===== src/rtl/mips_multicycle_ctrl.sv =====
// Multicycle MIPS control unit: Moore FSM that sequences fetch, decode,
// execute, memory and writeback steps. It drives ALU operation and operand
// selects, memory/IR/PC/register-file strobes, and counts retired instructions.
//
// Memory handshake: mem_read / mem_write are requests held high for every
// cycle of an access state. The access completes in the cycle where
// mem_ready=1, and the FSM advances on the clock edge that ends that cycle.
// Until then it waits in the same state with the same outputs.
module mips_multicycle_ctrl #(
    parameter int CNT_W = 32
) (
    input  logic             clk,
    input  logic             rst_n,
    input  logic [5:0]       opcode,
    input  logic [5:0]       funct,
    input  logic             zero,
    input  logic             mem_ready,
    output logic [2:0]       alu_operation,
    output logic             alu_src_a,
    output logic [1:0]       alu_src_b,
    output logic [1:0]       pc_src,
    output logic             pc_en,
    output logic             iord,
    output logic             mem_read,
    output logic             mem_write,
    output logic             ir_write,
    output logic             reg_dst,
    output logic             mem_to_reg,
    output logic             reg_write,
    output logic             illegal,
    output logic [CNT_W-1:0] retired,
    output logic [3:0]       state_dbg
);

    typedef enum logic [3:0] {
        S_FETCH  = 4'd0,
        S_DECODE = 4'd1,
        S_MEMADR = 4'd2,
        S_MEMRD  = 4'd3,
        S_MEMWB  = 4'd4,
        S_MEMWR  = 4'd5,
        S_EXEC   = 4'd6,
        S_ALUWB  = 4'd7,
        S_BRANCH = 4'd8,
        S_JUMP   = 4'd9,
        S_ADDIEX = 4'd10,
        S_ADDIWB = 4'd11
    } state_t;

    localparam logic [5:0] OP_R    = 6'b000000;
    localparam logic [5:0] OP_LW   = 6'b100011;
    localparam logic [5:0] OP_SW   = 6'b101011;
    localparam logic [5:0] OP_BEQ  = 6'b000100;
    localparam logic [5:0] OP_J    = 6'b000010;
    localparam logic [5:0] OP_ADDI = 6'b001000;

    localparam logic [5:0] FN_ADD = 6'b100000;
    localparam logic [5:0] FN_SUB = 6'b100010;
    localparam logic [5:0] FN_AND = 6'b100100;
    localparam logic [5:0] FN_OR  = 6'b100101;
    localparam logic [5:0] FN_SLT = 6'b101010;

    localparam logic [2:0] ALU_AND = 3'b000;
    localparam logic [2:0] ALU_OR  = 3'b001;
    localparam logic [2:0] ALU_ADD = 3'b010;
    localparam logic [2:0] ALU_SUB = 3'b110;
    localparam logic [2:0] ALU_SLT = 3'b111;

    state_t     state_q;
    state_t     state_d;
    logic       retire;
    logic       r_legal;
    logic [2:0] r_op;

    assign state_dbg = state_q;

    // State register and retired-instruction counter (wraps naturally)
    always_ff @(posedge clk or negedge rst_n) begin
        if (!rst_n) begin
            state_q <= S_FETCH;
            retired <= '0;
        end else begin
            state_q <= state_d;
            if (retire) begin
                retired <= retired + CNT_W'(1);
            end
        end
    end

    // R-type funct decode: ALU operation and legality
    always_comb begin
        r_legal = 1'b1;
        r_op    = ALU_ADD;
        case (funct)
            FN_ADD:  r_op = ALU_ADD;
            FN_SUB:  r_op = ALU_SUB;
            FN_AND:  r_op = ALU_AND;
            FN_OR:   r_op = ALU_OR;
            FN_SLT:  r_op = ALU_SLT;
            default: r_legal = 1'b0;
        endcase
    end

    // Next-state logic; retire marks the edge that completes an instruction
    always_comb begin
        state_d = state_q;
        retire  = 1'b0;
        case (state_q)
            S_FETCH:  if (mem_ready) state_d = S_DECODE;
            S_DECODE: begin
                case (opcode)
                    OP_LW, OP_SW: state_d = S_MEMADR;
                    OP_R:         state_d = S_EXEC;
                    OP_BEQ:       state_d = S_BRANCH;
                    OP_J:         state_d = S_JUMP;
                    OP_ADDI:      state_d = S_ADDIEX;
                    default:      state_d = S_FETCH;
                endcase
            end
            S_MEMADR: begin
                if (opcode == OP_SW)      state_d = S_MEMWR;
                else if (opcode == OP_LW) state_d = S_MEMRD;
                else                      state_d = S_FETCH;
            end
            S_MEMRD:  if (mem_ready) state_d = S_MEMWB;
            S_MEMWR: begin
                if (mem_ready) begin
                    state_d = S_FETCH;
                    retire  = 1'b1;
                end
            end
            S_EXEC:   state_d = r_legal ? S_ALUWB : S_FETCH;
            S_ADDIEX: state_d = S_ADDIWB;
            S_MEMWB, S_ALUWB, S_ADDIWB, S_BRANCH, S_JUMP: begin
                state_d = S_FETCH;
                retire  = 1'b1;
            end
            default:  state_d = S_FETCH;
        endcase
    end

    // Moore outputs per state; strobes and illegal are held low during reset
    always_comb begin
        alu_operation = ALU_ADD;
        alu_src_a     = 1'b0;
        alu_src_b     = 2'b00;
        pc_src        = 2'b00;
        pc_en         = 1'b0;
        iord          = 1'b0;
        mem_read      = 1'b0;
        mem_write     = 1'b0;
        ir_write      = 1'b0;
        reg_dst       = 1'b0;
        mem_to_reg    = 1'b0;
        reg_write     = 1'b0;
        illegal       = 1'b0;
        case (state_q)
            S_FETCH: begin
                mem_read  = 1'b1;
                alu_src_b = 2'b01;
                ir_write  = mem_ready;
                pc_en     = mem_ready;
            end
            S_DECODE: begin
                alu_src_b = 2'b11;
                case (opcode)
                    OP_LW, OP_SW, OP_R, OP_BEQ, OP_J, OP_ADDI: illegal = 1'b0;
                    default:                                   illegal = 1'b1;
                endcase
            end
            S_MEMADR: begin
                alu_src_a = 1'b1;
                alu_src_b = 2'b10;
            end
            S_MEMRD: begin
                mem_read = 1'b1;
                iord     = 1'b1;
            end
            S_MEMWB: begin
                mem_to_reg = 1'b1;
                reg_write  = 1'b1;
            end
            S_MEMWR: begin
                mem_write = 1'b1;
                iord      = 1'b1;
            end
            S_EXEC: begin
                alu_src_a     = 1'b1;
                alu_operation = r_op;
                illegal       = ~r_legal;
            end
            S_ALUWB: begin
                reg_dst   = 1'b1;
                reg_write = 1'b1;
            end
            S_BRANCH: begin
                alu_src_a     = 1'b1;
                alu_operation = ALU_SUB;
                pc_src        = 2'b01;
                pc_en         = zero;
            end
            S_JUMP: begin
                pc_src = 2'b10;
                pc_en  = 1'b1;
            end
            S_ADDIEX: begin
                alu_src_a = 1'b1;
                alu_src_b = 2'b10;
            end
            S_ADDIWB: reg_write = 1'b1;
            default: ;
        endcase
        if (!rst_n) begin
            pc_en     = 1'b0;
            ir_write  = 1'b0;
            mem_write = 1'b0;
            reg_write = 1'b0;
            illegal   = 1'b0;
        end
    end

endmodule


===== config.mk =====
export PLATFORM = sky130hd
export DESIGN_NAME = mips_multicycle_ctrl
export DESIGN_NICKNAME = d
export VERILOG_FILES = /design/src/rtl/mips_multicycle_ctrl.sv
export SDC_FILE = /design/constraint.sdc
export NUM_CORES = 1
export LEC_CHECK = 0
export BUFFER_PORTS_ARGS = -buffer_cell sky130_fd_sc_hd__buf_2
export CAP_MARGIN = 20
export CORE_MARGIN = 5
export CORE_UTILIZATION = 50
export DETAILED_ROUTE_END_ITERATION = 10
export GPL_TIMING_DRIVEN = 0
export PLACE_DENSITY = 0.86
export REMOVE_ABC_BUFFERS = 1
export SYNTH_ARGS = -nofsm -noshare
export SYNTH_HDL_FRONTEND = slang
export SYNTH_SLANG_ARGS = --single-unit

===== constraint.sdc =====
create_clock -name clk -period 2.2 [get_ports clk]
set_clock_uncertainty 0.1 [all_clocks]
set_input_delay 0.33 -clock clk [delete_from_list [all_inputs] [get_ports clk]]
set_output_delay 0.33 -clock clk [all_outputs]
set_load 0.03 [all_outputs]

==> flow_summary.html, run 1 <==
<table>
<tr><th>Metric</th><th>Value</th></tr>
<tr><th colspan="2">Yosys</th></tr>
<tr><td>Number of cells produced by synthesis</td><td>229</td></tr>
<tr><td>Synthesized area per cell</td><td>8.993 um2</td></tr>
<tr><td>Commonest register cell after synthesis</td><td>dfrtp_1</td></tr>
<tr><td>Flop and latch count out of synthesis</td><td>36</td></tr>
<tr><td>Fraction of the mapped netlist area in adder cells</td><td>0.006075</td></tr>
<tr><td>Distinct cells, synth</td><td>41</td></tr>
<tr><td>Simple-gate share of the synthesized area</td><td>0.2922</td></tr>
<tr><td>Register area share after synthesis</td><td>0.4374</td></tr>
<tr><td>Synthesized-area fraction occupied by xor and xnor cells</td><td>0.1403</td></tr>
<tr><td>Main combinational cell family by area after synthesis</td><td>simple AND/OR/NAND/NOR gates</td></tr>
<tr><td>Number of enable-type register cells in the synthesized netlist</td><td>0</td></tr>
<tr><td>Area of the mapped netlist</td><td>0.002059 mm2</td></tr>
<tr><td>Portion of netlist area occupied by mux cells</td><td>0.005468</td></tr>
<tr><td>Area fraction in compound gates after synthesis</td><td>0.09174</td></tr>
<tr><td>FFs w/ async S/R, synth</td><td>1.000</td></tr>
<tr><td>Yosys warning count</td><td>0</td></tr>
<tr><th colspan="2">Cells and area</th></tr>
<tr><td>Antenna cells</td><td>0</td></tr>
<tr><td>Layout cells sized above 1</td><td>0.3569</td></tr>
<tr><td>Most common library cell in the layout ignoring fill and taps</td><td>buf_2</td></tr>
<tr><td>Area Growth Syn to Fin</td><td>36.15%</td></tr>
<tr><td>Net total in the final layout</td><td>341</td></tr>
<tr><td>Leading cell types in the layout, fill and taps excluded</td><td>67 x buf_2, 32 x dfrtp_1, 28 x nor2_1</td></tr>
<tr><td>Total non-filler cell area in the finished layout</td><td>0.002804 mm2</td></tr>
<tr><th colspan="2">Floorplan</th></tr>
<tr><td># IOs</td><td>around 70</td></tr>
<tr><td>Die Outline Area</td><td>roughly 0.0055 mm2</td></tr>
<tr><td>Initial core utilization</td><td>0.5149</td></tr>
<tr><td>Number of placement rows</td><td>23</td></tr>
<tr><td>Horiz. Die Dim</td><td>74.18 um</td></tr>
<tr><td>Area inside the core boundary</td><td>0.004000 mm2</td></tr>
<tr><td>Y dimension of the die</td><td>74.18 um</td></tr>
<tr><th colspan="2">Clocking</th></tr>
<tr><td>TritonCTS clock tree</td><td>built</td></tr>
<tr><td>Clk pin slew, worst setup/hold paths</td><td>70 ps</td></tr>
<tr><td>Clock tree buffer depth</td><td>2</td></tr>
<tr><td>Clock insertion delay at the later pin of the skew report</td><td>290 ps</td></tr>
<tr><td>Number of sinks on the clock net</td><td>36</td></tr>
<tr><td>Number of buffers created by CTS</td><td>5</td></tr>
<tr><td>Master cell of the clock root buffer</td><td>clkbuf_8</td></tr>
<tr><td>H-tree depth</td><td>2</td></tr>
<tr><th colspan="2">STA</th></tr>
<tr><td>Transition time of the tightest slew-check pin</td><td>a little over 500 ps</td></tr>
<tr><td>Fin. max-slew vios</td><td>0</td></tr>
<tr><td>RSZ-0062 raised after global routing</td><td>yes</td></tr>
<tr><td>Time the worst path needs with I/O delays and setup</td><td>2156 ps</td></tr>
<tr><td>Final WS setup</td><td>approximately 44 ps</td></tr>
<tr><td>Hold slack</td><td>60.98 ps</td></tr>
<tr><td>Rel. slew slack</td><td>0.6558</td></tr>
<tr><td>Portion of the clock cycle consumed by the worst path in the final layout</td><td>0.9801</td></tr>
<tr><td>Setup violations, final</td><td>0</td></tr>
<tr><td>Number of hold-slack violations in the final timing report</td><td>0</td></tr>
<tr><td>Maximum clock frequency</td><td>roughly 460 MHz</td></tr>
<tr><th colspan="2">Worst setup path</th></tr>
<tr><td>Arrival time of the worst setup path</td><td>about 2300 ps</td></tr>
<tr><td>Crit path capture type</td><td>register</td></tr>
<tr><td>FF-to-FF setup slack</td><td>40 ps</td></tr>
<tr><td>Start of the worst register-to-register path</td><td>state_dbg[0]</td></tr>
<tr><td>Critical path data required time</td><td>2310 ps</td></tr>
<tr><td>Type of the worst setup path</td><td>reg2reg</td></tr>
<tr><td>Capture point of the worst reg-to-reg path</td><td>retired[28]</td></tr>
<tr><td>Reg2Reg Depth</td><td>6</td></tr>
<tr><td>Slowest stage delay, CP</td><td>470 ps</td></tr>
<tr><td>Critical-path cell with the highest stage delay</td><td>dfrtp_2</td></tr>
<tr><td>Max Fanout on Critical Path</td><td>9</td></tr>
<tr><td>Cells along the critical path</td><td>nor2b_2 -&gt; a2111oi_4 -&gt; buf_4 -&gt; nand2_1 -&gt; nor4_2 -&gt; xor2_1</td></tr>
<tr><td>Critical Path Start Type</td><td>register</td></tr>
<tr><th colspan="2">Drt</th></tr>
<tr><td>Remaining design rule violation count</td><td>0</td></tr>
<tr><td>ANT nets after route</td><td>0</td></tr>
<tr><td>First drt pass iteration count</td><td>4</td></tr>
<tr><td>DRC violation total after the first TritonRoute iteration</td><td>122</td></tr>
<tr><td>Total Wirelength</td><td>5389 um</td></tr>
<tr><td>Detail-routed net length per standard cell</td><td>about 14 um</td></tr>
<tr><td>Detail-routed via count per cell</td><td>5.485</td></tr>
<tr><td>Via Count</td><td>2057</td></tr>
<tr><th colspan="2">Place</th></tr>
<tr><td>Final weighted congestion in routability-driven placement</td><td>0.8263</td></tr>
<tr><td>Detailed-placement wirelength estimate</td><td>3537 um</td></tr>
<tr><td>Placed instance area</td><td>0.002434 mm2</td></tr>
<tr><td>Worst setup slack after placement</td><td>-294.7 ps</td></tr>
<tr><td>Port buffer count</td><td>68</td></tr>
<tr><th colspan="2">Pwr</th></tr>
<tr><td>VDD IR max</td><td>0.5392 mV</td></tr>
<tr><td>Total power draw</td><td>1952 uW</td></tr>
<tr><td>Total power per unit cell area</td><td>696.2 mW/mm2</td></tr>
<tr><td>Leakage power of the design</td><td>0.001399 uW</td></tr>
<tr><th colspan="2">GRT</th></tr>
<tr><td>Global route total overflow</td><td>0</td></tr>
<tr><td>Pin count of the biggest net entering global routing</td><td>42</td></tr>
<tr><td>Via count of the first global-routing pass</td><td>1834</td></tr>
<tr><td>Number of antenna violations at the first check in global routing</td><td>0</td></tr>
<tr><td>GRT Resource Usage Total</td><td>0.1880</td></tr>
<tr><td>First-pass GRT wire length</td><td>8052 um</td></tr>
<tr><th colspan="2">Run status</th></tr>
<tr><td>Result of the run</td><td>complete, no violations</td></tr>
<tr><th colspan="2">Hold path</th></tr>
<tr><td>Kind of path behind the tightest hold check</td><td>in2async</td></tr>
<tr><th colspan="2">Run</th></tr>
<tr><td>Maximum Capacitance Violations</td><td>0</td></tr>
</table>
how the worst max path moves through the flow:
| stage | from | to | slack (ps) | cells past startpoint |
|---|---|---|---|---|
| finish | state_dbg[0] | retired[28] | 40 | 6 |
| global route | state_dbg[0] | retired[28] | -50 | 6 |
| CTS | state_dbg[0] | retired[17] | 20 | 6 |
| detailed placement | state_dbg[1] | retired[17] | -290 | 5 |
| global placement | state_dbg[1] | retired[17] | -260 | 5 |
| floorplan | state_dbg[2] | pc_en | -350 | 4 |
where the power goes:
| group | total [uW] | switching [uW] | internal [uW] |
|---|---|---|---|
| combinational | 704 | 423 | 281 |
| sequential | 789 | 81.0 | 708 |
| clock | 459 | 233 | 226 |
what timing repair did:
item	CTS	global route
gates cloned	0	0
gates resized for setup	7	9
endpoints found under the setup margin	37	22
hold buffers	0	3
pin swaps	2	4
hold endpoints to repair	0	30
setup buffers	2	22
final cells by class:
type | instances | area (um2)
fill | 305 | 1196
multi-input combinational | 179 | 1151
tap | 50 | 62.56
timing repair buffer | 95 | 573.1
inverter | 7 | 26.28
clock inverter | 1 | 8.758
sequential | 36 | 905.9
clock buffer | 7 | 76.32
metal layers:
metal,global-route usage,share of wire,vias to the layer above
met5,0,0,-
met4,0.06439,0.016,0
met3,0.05946,0.065,11
met2,0.3110,0.50,69
met1,0.2324,0.42,984
li1,-,-,993
logic make-up (layout without fill, tap and decap cells):
family                   Yosys count  in the layout
AND/OR/NAND/NOR                  120            120
flip-flops                        36             36
XOR/XNOR                          33             33
AO/OA/AOI/OAI                     24             24
buffers and inverters             14            110
adder cells (fa/ha/maj)            1              1
multiplexers                       1              1
critical path: cells and delay by family, from the launching register on:
kind / cells / cell delay (ps)
buffers and inverters: 1 / 200
AO/OA/AOI/OAI: 1 / 340
flip-flops: 1 / 470
XOR/XNOR: 1 / 210
AND/OR/NAND/NOR: 3 / 760
stage by stage:
stage | setup TNS [ps] | util | cells
finish | 0 | 0.7010 | 375
global route | -176.4 | 0.7010 | 375
CTS | 0 | 0.6365 | 350
detailed placement | -4480 | 0.6084 | 340
global placement | -3329 | 0.6084 | 340
floorplan | -1476 | - | 222
registers in the layout, indices dropped and copies added (netlist names):
signal	count
retired	32
state_dbg	4
synthesized netlist by cell type, types with 5 or more instances:
library cell / number / area share
dfrtp_1: 36 / 0.44
nor2_1: 30 / 0.055
nand2_1: 22 / 0.040
nor3_1: 18 / 0.044
xor2_1: 18 / 0.077
xnor2_1: 15 / 0.064
nand3_1: 13 / 0.032
nand2b_1: 9 / 0.027
inv_1: 7 / 0.013
nand4_1: 7 / 0.021
clkbuf_1: 5 / 0.0091
Power figures use the tool's default switching activity.
==> inputs of run 2 (changes only) <==
--- a/config.mk
+++ b/config.mk
@@ -5,13 +5,14 @@
 export SDC_FILE = /design/constraint.sdc
 export NUM_CORES = 1
 export LEC_CHECK = 0
-export BUFFER_PORTS_ARGS = -buffer_cell sky130_fd_sc_hd__buf_2
 export CAP_MARGIN = 20
+export CORE_ASPECT_RATIO = 1.4
 export CORE_MARGIN = 5
-export CORE_UTILIZATION = 50
+export CORE_UTILIZATION = 41
 export DETAILED_ROUTE_END_ITERATION = 10
+export DONT_BUFFER_PORTS = 1
 export GPL_TIMING_DRIVEN = 0
-export PLACE_DENSITY = 0.86
+export PLACE_DENSITY = 0.62
 export REMOVE_ABC_BUFFERS = 1
 export SYNTH_ARGS = -nofsm -noshare
 export SYNTH_HDL_FRONTEND = slang
==> run 2 against run 1 <==
Clock-buffer cell count down 1; critical path depth fell by 2; register-to-register slack improved by 30 ps; power decreased by 4.0%; core utilization down 18 points; first-iteration DRC count decreased by 43%; global-route usage shrank 2.4 points.
==> flow_summary.html, run 2 (synthesized netlist as in run 1, its figures left out) <==
<table>
<tr><th>Metric</th><th>Value</th></tr>
<tr><th colspan="2">Run status</th></tr>
<tr><td>Result of the run</td><td>complete, no violations</td></tr>
<tr><th colspan="2">STA</th></tr>
<tr><td>Rel. slew slack</td><td>0.3846</td></tr>
<tr><td>Maximum clock frequency</td><td>462.0 MHz</td></tr>
<tr><td>Number of hold-slack violations in the final timing report</td><td>0</td></tr>
<tr><td>Final WS setup</td><td>between 30 and 40 ps</td></tr>
<tr><td>Transition time of the tightest slew-check pin</td><td>916.1 ps</td></tr>
<tr><td>Time the worst path needs with I/O delays and setup</td><td>2165 ps</td></tr>
<tr><td>Fin. max-slew vios</td><td>0</td></tr>
<tr><td>Portion of the clock cycle consumed by the worst path in the final layout</td><td>0.9839</td></tr>
<tr><td>RSZ-0062 raised after global routing</td><td>yes</td></tr>
<tr><td>Setup violations, final</td><td>0</td></tr>
<tr><th colspan="2">Drt</th></tr>
<tr><td>First drt pass iteration count</td><td>5</td></tr>
<tr><td>ANT nets after route</td><td>0</td></tr>
<tr><td>Detail-routed net length per standard cell</td><td>17.06 um</td></tr>
<tr><td>Via Count</td><td>between 1500 and 2000</td></tr>
<tr><td>Total Wirelength</td><td>5306 um</td></tr>
<tr><td>DRC violation total after the first TritonRoute iteration</td><td>69</td></tr>
<tr><td>Detail-routed via count per cell</td><td>5.527</td></tr>
<tr><td>Remaining design rule violation count</td><td>0</td></tr>
<tr><th colspan="2">Cells and area</th></tr>
<tr><td>Register Area</td><td>924.6 um2</td></tr>
<tr><td>Largest register FFs</td><td>32</td></tr>
<tr><td>Area Growth Syn to Fin</td><td>24.36%</td></tr>
<tr><td>Final core occ</td><td>0.5249</td></tr>
<tr><td>Leading cell types in the layout, fill and taps excluded</td><td>25 x dfrtp_1, 24 x nor2_1, 21 x nand2_1</td></tr>
<tr><td>Net total in the final layout</td><td>~260</td></tr>
<tr><td>Number of fill cells in the layout</td><td>465</td></tr>
<tr><td>Layout cells sized above 1</td><td>0.2672</td></tr>
<tr><td>Area of the multi-input gates</td><td>0.001295 mm2</td></tr>
<tr><td>Reg with most FFs</td><td>retired</td></tr>
<tr><td>Antenna cells</td><td>0</td></tr>
<tr><td>Most common library cell in the layout ignoring fill and taps</td><td>dfrtp_1</td></tr>
<tr><td>Total non-filler cell area in the finished layout</td><td>~0.0026 mm2</td></tr>
<tr><th colspan="2">Clocking</th></tr>
<tr><td>Number of sinks on the clock net</td><td>36</td></tr>
<tr><td>Master cell of the clock root buffer</td><td>clkbuf_8</td></tr>
<tr><td>TritonCTS clock tree</td><td>built</td></tr>
<tr><td>Clock insertion delay at the later pin of the skew report</td><td>280 ps</td></tr>
<tr><td>Clock tree buffer depth</td><td>2</td></tr>
<tr><td>Number of buffers created by CTS</td><td>5</td></tr>
<tr><td>Clk pin slew, worst setup/hold paths</td><td>70 ps</td></tr>
<tr><td>H-tree depth</td><td>2</td></tr>
<tr><th colspan="2">GRT</th></tr>
<tr><td>Pin count of the biggest net entering global routing</td><td>37</td></tr>
<tr><td>GRT Resource Usage Total</td><td>0.1635</td></tr>
<tr><td>First-pass GRT wire length</td><td>8645 um</td></tr>
<tr><td>Via count of the first global-routing pass</td><td>1739</td></tr>
<tr><td>Number of antenna violations at the first check in global routing</td><td>0</td></tr>
<tr><td>Global route total overflow</td><td>0</td></tr>
<tr><th colspan="2">Place</th></tr>
<tr><td>Worst setup slack after placement</td><td>-626.5 ps</td></tr>
<tr><td>Port buffer count</td><td>0</td></tr>
<tr><td>Final weighted congestion in routability-driven placement</td><td>0.7864</td></tr>
<tr><td>Placed instance area</td><td>0.002116 mm2</td></tr>
<tr><td>Detailed-placement wirelength estimate</td><td>3528 um</td></tr>
<tr><th colspan="2">Floorplan</th></tr>
<tr><td>Number of placement rows</td><td>30</td></tr>
<tr><td>Initial core utilization</td><td>0.4221</td></tr>
<tr><td># IOs</td><td>69</td></tr>
<tr><td>Area inside the core boundary</td><td>a little under 0.005 mm2</td></tr>
<tr><td>Horiz. Die Dim</td><td>69.90 um</td></tr>
<tr><td>Y dimension of the die</td><td>93.86 um</td></tr>
<tr><td>Die Outline Area</td><td>0.006561 mm2</td></tr>
<tr><th colspan="2">Pwr</th></tr>
<tr><td>Leakage power of the design</td><td>0.001054 uW</td></tr>
<tr><td>Clock Power Share</td><td>0.230</td></tr>
<tr><td>Total power per unit cell area</td><td>between 700 and 800 mW/mm2</td></tr>
<tr><td>Pint</td><td>1139 uW</td></tr>
<tr><td>Sw Share</td><td>0.3920</td></tr>
<tr><td>VDD IR max</td><td>about 0.37 mV</td></tr>
<tr><td>Net Sw Power</td><td>about 730 uW</td></tr>
<tr><td>Fraction of power consumed by combinational cells</td><td>0.281</td></tr>
<tr><td>Sequential power share</td><td>0.489</td></tr>
<tr><th colspan="2">Worst setup path</th></tr>
<tr><td>Slowest stage delay, CP</td><td>570 ps</td></tr>
<tr><td>Critical Path Start Type</td><td>register</td></tr>
<tr><td>Arrival time of the worst setup path</td><td>1730 ps</td></tr>
<tr><td>Reg2Reg Depth</td><td>6</td></tr>
<tr><td>Max Fanout on Critical Path</td><td>7</td></tr>
<tr><td>Critical path data required time</td><td>1770 ps</td></tr>
<tr><td>Cells along the critical path</td><td>nor2_4 -&gt; nand3_2 -&gt; nor3_4 -&gt; nand2b_4</td></tr>
<tr><td>Type of the worst setup path</td><td>reg2out</td></tr>
<tr><td>Crit path capture type</td><td>output port</td></tr>
<tr><td>Logic depth of the worst path, buffers included</td><td>4</td></tr>
<tr><td>Number of buffer and inverter stages on the critical path</td><td>0</td></tr>
<tr><td>Critical-path cell with the highest stage delay</td><td>dfrtp_4</td></tr>
<tr><td>Delay-heaviest family, CP</td><td>simple AND/OR/NAND/NOR gates</td></tr>
<tr><th colspan="2">Run</th></tr>
<tr><td>Maximum Capacitance Violations</td><td>0</td></tr>
<tr><th colspan="2">Hold path</th></tr>
<tr><td>Kind of path behind the tightest hold check</td><td>in2reg</td></tr>
<tr><td>WHS Path Cells</td><td>3</td></tr>
</table>
[run 2: cell types whose count changed in the layout (fill, tap and decap cells not counted), moves of 4 or more]
cell,before,now
buf_2,67,2
dfrtp_1,32,25
dfrtp_4,0,4
buf_4,24,9
nor3_4,0,4
nor3_1,15,10
nor2_1,28,24
[run 2: worst register-to-register path, cell delays in order (launching register included)]
cell and delay, ps:
dfrtp_4 570, and2_4 210, a2111oi_4 370, buf_4 210, nand4_1 210, nor3_1 240, xor2_1 160
[run 2: power groups by stage]
stage	clock [uW]	combinational (uW)	sequential, uW
floorplan	0	301	881
global placement	0	345	917
detailed placement	0	355	920
global route	482	575	923
CTS	453	441	938
finish	431	527	916
[run 2: cell type report]
class	count	share of cell area
Clock inverter	1	0.001954
Sequential cell	36	0.3610
Clock buffer	6	0.02833
Tap cell	64	0.03127
Multi-Input combinational cell	179	0.5056
Timing Repair Buffer	18	0.06155
Inverter	7	0.01026
[run 2: per-layer routing]
| metal | share of wire | wire length (um) | global-route usage | vias up |
|---|---|---|---|---|
| met5 | 0 | 0 | 0 | - |
| met3 | 0.086 | 457 | 0.06210 | 6 |
| met1 | 0.39 | 2062 | 0.1814 | 820 |
| met2 | 0.51 | 2722 | 0.2871 | 63 |
| met4 | 0.012 | 63 | 0.05272 | 0 |
| li1 | - | - | - | 830 |
[run 2: worst paths after layout]
kind                       slack [ps]          from           end
setup / recovery                   40  state_dbg[3]         pc_en
hold / removal                    230     mem_ready  state_dbg[2]
setup reg to reg                   70  state_dbg[3]   retired[22]
hold reg to reg                   520   retired[15]   retired[15]
max in group asynchronous        1370         rst_n  state_dbg[0]
min in group asynchronous         420         rst_n    retired[0]
[run 2: through the flow]
| stage | total power (uW) | std cells | TNS, ps | hold slack [ps] |
|---|---|---|---|---|
| floorplan | 1182 | 222 | -1476 | -65.59 |
| global placement | 1262 | 286 | -14380 | -64.64 |
| detailed placement | 1275 | 287 | -14770 | -64.73 |
| CTS | 1833 | 303 | -207.9 | 201.1 |
| global route | 1980 | 311 | -516.1 | 229.0 |
| finish | 1874 | 311 | 0 | 226.5 |
[run 2: timing repair]
action | CTS | global route
gates resized for setup | 44 | 24
hold buffers | 2 | 0
endpoints found under the setup margin | 48 | 37
endpoints found under the hold margin | 36 | 0
buffers inserted | 7 | 8
pin swaps | 8 | 9
==> inputs of run 3 (changes only) <==
--- a/config.mk
+++ b/config.mk
@@ -11,8 +11,8 @@
 export CORE_UTILIZATION = 41
 export DETAILED_ROUTE_END_ITERATION = 10
 export DONT_BUFFER_PORTS = 1
-export GPL_TIMING_DRIVEN = 0
 export PLACE_DENSITY = 0.62
+export RECOVER_POWER = 100
 export REMOVE_ABC_BUFFERS = 1
 export SYNTH_ARGS = -nofsm -noshare
 export SYNTH_HDL_FRONTEND = slang
==> run 3 against run 2 <==
Clock-buffer cell count down 1; sequential power down 14%; first-iteration DRC count down 13%; non-clock buffer count up 35; largest power group unchanged; highest routed layer unchanged.
==> flow_summary.html, run 3 (synthesized netlist as in run 1, its figures left out) <==
<table>
<tr><th>Metric</th><th>Value</th></tr>
<tr><th colspan="2">Run status</th></tr>
<tr><td>Result of the run</td><td>complete, no violations</td></tr>
<tr><th colspan="2">GRT</th></tr>
<tr><td>GR Util met1</td><td>0.1787</td></tr>
<tr><td>GRT Resource Usage Total</td><td>0.1590</td></tr>
<tr><td>Routing usage on met3</td><td>0.06103</td></tr>
<tr><td>Number of antenna violations at the first check in global routing</td><td>0</td></tr>
<tr><td>Busiest metal layer after global routing</td><td>met2</td></tr>
<tr><td>Pin count of the biggest net entering global routing</td><td>37</td></tr>
<tr><td>Global route total overflow</td><td>0</td></tr>
<tr><td>First-pass GRT wire length</td><td>approximately 8400 um</td></tr>
<tr><td>Via count of the first global-routing pass</td><td>1734</td></tr>
<tr><td>Global-route track usage on met2</td><td>0.2737</td></tr>
<tr><th colspan="2">Drt</th></tr>
<tr><td>Total Wirelength</td><td>5104 um</td></tr>
<tr><td>ANT nets after route</td><td>0</td></tr>
<tr><td>First drt pass iteration count</td><td>4</td></tr>
<tr><td>Via Count</td><td>1836</td></tr>
<tr><td>DRC violation total after the first TritonRoute iteration</td><td>60</td></tr>
<tr><td>Detail-routed net length per standard cell</td><td>between 10 and 15 um</td></tr>
<tr><td>Remaining design rule violation count</td><td>0</td></tr>
<tr><td>Detail-routed via count per cell</td><td>between 5 and 6</td></tr>
<tr><th colspan="2">Worst setup path</th></tr>
<tr><td>Cells along the critical path</td><td>buf_6 -&gt; nand2b_2 -&gt; nor2_4 -&gt; nand2_1 -&gt; o21bai_1 -&gt; clkbuf_2</td></tr>
<tr><td>Max Fanout on Critical Path</td><td>15</td></tr>
<tr><td>Reg2Reg Depth</td><td>6</td></tr>
<tr><td>Delay-heaviest family, CP</td><td>buffers and inverters</td></tr>
<tr><td>Critical path data required time</td><td>between 1500 and 2000 ps</td></tr>
<tr><td>Slowest stage delay, CP</td><td>380 ps</td></tr>
<tr><td>Start of the worst register-to-register path</td><td>state_dbg[2]</td></tr>
<tr><td>Number of buffer and inverter stages on the critical path</td><td>2</td></tr>
<tr><td>Crit path capture type</td><td>output port</td></tr>
<tr><td>Arrival time of the worst setup path</td><td>1630 ps</td></tr>
<tr><td>Capture point of the worst reg-to-reg path</td><td>retired[28]</td></tr>
<tr><td>Critical-path cell with the highest stage delay</td><td>dfrtp_1</td></tr>
<tr><td>Type of the worst setup path</td><td>reg2out</td></tr>
<tr><td>Critical Path Start Type</td><td>register</td></tr>
<tr><td>FF-to-FF setup slack</td><td>roughly 200 ps</td></tr>
<tr><th colspan="2">Hold path</th></tr>
<tr><td>Endpoint, Worst Hold</td><td>state_dbg[2]</td></tr>
<tr><td>Kind of path behind the tightest hold check</td><td>in2reg</td></tr>
<tr><td>WHS Path Cells</td><td>3</td></tr>
<tr><td>Worst Hold Launch</td><td>mem_ready</td></tr>
<tr><th colspan="2">Cells and area</th></tr>
<tr><td>Reg with most FFs</td><td>retired</td></tr>
<tr><td>Most common library cell in the layout ignoring fill and taps</td><td>dfrtp_1</td></tr>
<tr><td>Net total in the final layout</td><td>299</td></tr>
<tr><td>Layout cells sized above 1</td><td>0.1237</td></tr>
<tr><td>Area Growth Syn to Fin</td><td>21.45%</td></tr>
<tr><td>Antenna cells</td><td>0</td></tr>
<tr><td>Leading cell types in the layout, fill and taps excluded</td><td>36 x dfrtp_1, 31 x clkbuf_1, 28 x nor2_1</td></tr>
<tr><td>Final core occ</td><td>0.5126</td></tr>
<tr><td>Largest register FFs</td><td>32</td></tr>
<tr><th colspan="2">Clocking</th></tr>
<tr><td>Number of sinks on the clock net</td><td>36</td></tr>
<tr><td>H-tree depth</td><td>2</td></tr>
<tr><td>Master cell of the clock root buffer</td><td>clkbuf_8</td></tr>
<tr><td>TritonCTS clock tree</td><td>built</td></tr>
<tr><td>Clk pin slew, worst setup/hold paths</td><td>70 ps</td></tr>
<tr><td>Clock insertion delay at the later pin of the skew report</td><td>290 ps</td></tr>
<tr><td>Number of buffers created by CTS</td><td>5</td></tr>
<tr><td>Clock tree buffer depth</td><td>2</td></tr>
<tr><th colspan="2">Floorplan</th></tr>
<tr><td>Y dimension of the die</td><td>~94 um</td></tr>
<tr><td>Area inside the core boundary</td><td>0.004880 mm2</td></tr>
<tr><td>Die Outline Area</td><td>0.006561 mm2</td></tr>
<tr><td># IOs</td><td>69</td></tr>
<tr><td>Initial core utilization</td><td>0.4221</td></tr>
<tr><td>Horiz. Die Dim</td><td>69.90 um</td></tr>
<tr><td>Number of placement rows</td><td>30</td></tr>
<tr><th colspan="2">STA</th></tr>
<tr><td>Time the worst path needs with I/O delays and setup</td><td>2058 ps</td></tr>
<tr><td>Portion of the clock cycle consumed by the worst path in the final layout</td><td>0.9355</td></tr>
<tr><td>Transition time of the tightest slew-check pin</td><td>883.6 ps</td></tr>
<tr><td>Final WS setup</td><td>141.8 ps</td></tr>
<tr><td>Rel. slew slack</td><td>0.4109</td></tr>
<tr><td>Number of hold-slack violations in the final timing report</td><td>0</td></tr>
<tr><td>RSZ-0062 raised after global routing</td><td>no</td></tr>
<tr><td>Maximum clock frequency</td><td>485.9 MHz</td></tr>
<tr><td>Fin. max-slew vios</td><td>0</td></tr>
<tr><td>Setup violations, final</td><td>0</td></tr>
<tr><th colspan="2">Pwr</th></tr>
<tr><td>Fraction of power consumed by combinational cells</td><td>0.295</td></tr>
<tr><td>Pint</td><td>1230 uW</td></tr>
<tr><td>Net Sw Power</td><td>approximately 710 uW</td></tr>
<tr><td>Sequential power share</td><td>0.407</td></tr>
<tr><td>Total power per unit cell area</td><td>776.0 mW/mm2</td></tr>
<tr><td>VDD IR max</td><td>0.4985 mV</td></tr>
<tr><td>Sw Share</td><td>0.3663</td></tr>
<tr><td>Clock Power Share</td><td>0.298</td></tr>
<tr><td>Leakage power of the design</td><td>0.001088 uW</td></tr>
<tr><th colspan="2">Run</th></tr>
<tr><td>Maximum Capacitance Violations</td><td>0</td></tr>
<tr><th colspan="2">Place</th></tr>
<tr><td>Final weighted congestion in routability-driven placement</td><td>0.7791</td></tr>
<tr><td>Detailed-placement wirelength estimate</td><td>3878 um</td></tr>
<tr><td>Worst setup slack after placement</td><td>104.9 ps</td></tr>
<tr><td>Port buffer count</td><td>0</td></tr>
</table>
-- run 3: changes by cell type in the layout (fill, tap and decap cells not counted), sizes merged --
cell	delta
clkdlybuf4s18	-2
bufinv	+1
clkinvlp	+1
clkbuf	+35
buf	+1
-- run 3: repair_timing --
| item | 4_1_cts | 5_1_grt |
|---|---|---|
| pin swaps | 0 | 3 |
| cloned | 0 | 0 |
| hold buffers | 2 | 0 |
| endpoints found under the setup margin | 3 | 20 |
| endpoints found under the hold margin | 36 | 0 |
| resized for setup | 1 | 6 |
| buffers inserted | 0 | 4 |
-- run 3: per-stage QoR --
| step | power [uW] | cells | TNS [ps] | hold slack, ps | area [um2] |
|---|---|---|---|---|---|
| after floorplan | 1182 | 222 | -1476 | -65.59 | 2031 |
| after global placement | 1385 | 333 | 0 | -64.70 | 2464 |
| after detailed placement | 1391 | 333 | 0 | -64.67 | 2464 |
| after CTS | 2004 | 343 | 0 | 205.5 | 2608 |
| after global routing | 2056 | 347 | 0 | 232.8 | 2501 |
| final | 1941 | 347 | 0 | 217.6 | 2501 |
-- run 3: power groups by stage --
stage                     sequential (uW)  clock, uW  combinational (uW)
after floorplan                       881          0                 301
after global placement                800          0                 584
after detailed placement              803          0                 588
after CTS                             789        605                 610
after global routing                  798        632                 626
final                                 789        579                 573
-- run 3: metal layers --
| layer | up-vias | part of all wire |
|---|---|---|
| met4 | 0 | 0.014 |
| met3 | 6 | 0.088 |
| met2 | 58 | 0.51 |
| met1 | 867 | 0.39 |
| met5 | - | 0 |
| li1 | 905 | - |
-- run 3: worst min-delay path: cells and delay by family --
| family | cells | cell delay [ps] |
|---|---|---|
| AOI/OAI and AO/OA | 2 | 190 |
| and+or+nand+nor | 1 | 20 |
-- run 3: worst max path at each step --
| stage | slack, ps | start | cells after the start | to |
|---|---|---|---|---|
| final | 140 | state_dbg[1] | 6 | alu_operation[2] |
| after global routing | 20 | state_dbg[1] | 6 | alu_operation[2] |
| after CTS | 2 | state_dbg[1] | 6 | illegal |
| after detailed placement | 100 | state_dbg[3] | 5 | retired[17] |
| after global placement | 120 | state_dbg[3] | 5 | retired[31] |
| after floorplan | -350 | state_dbg[2] | 4 | pc_en |
-- run 3: cell type report --
type | instances | area, um2
Sequential cell | 36 | 900.9
Clock buffer | 5 | 68.82
Inverter | 7 | 26.28
Timing Repair Buffer | 53 | 270.3
Multi-Input combinational cell | 179 | 1112
Fill cell | 517 | 2379
Clock inverter | 3 | 42.54
Tap cell | 64 | 80.08
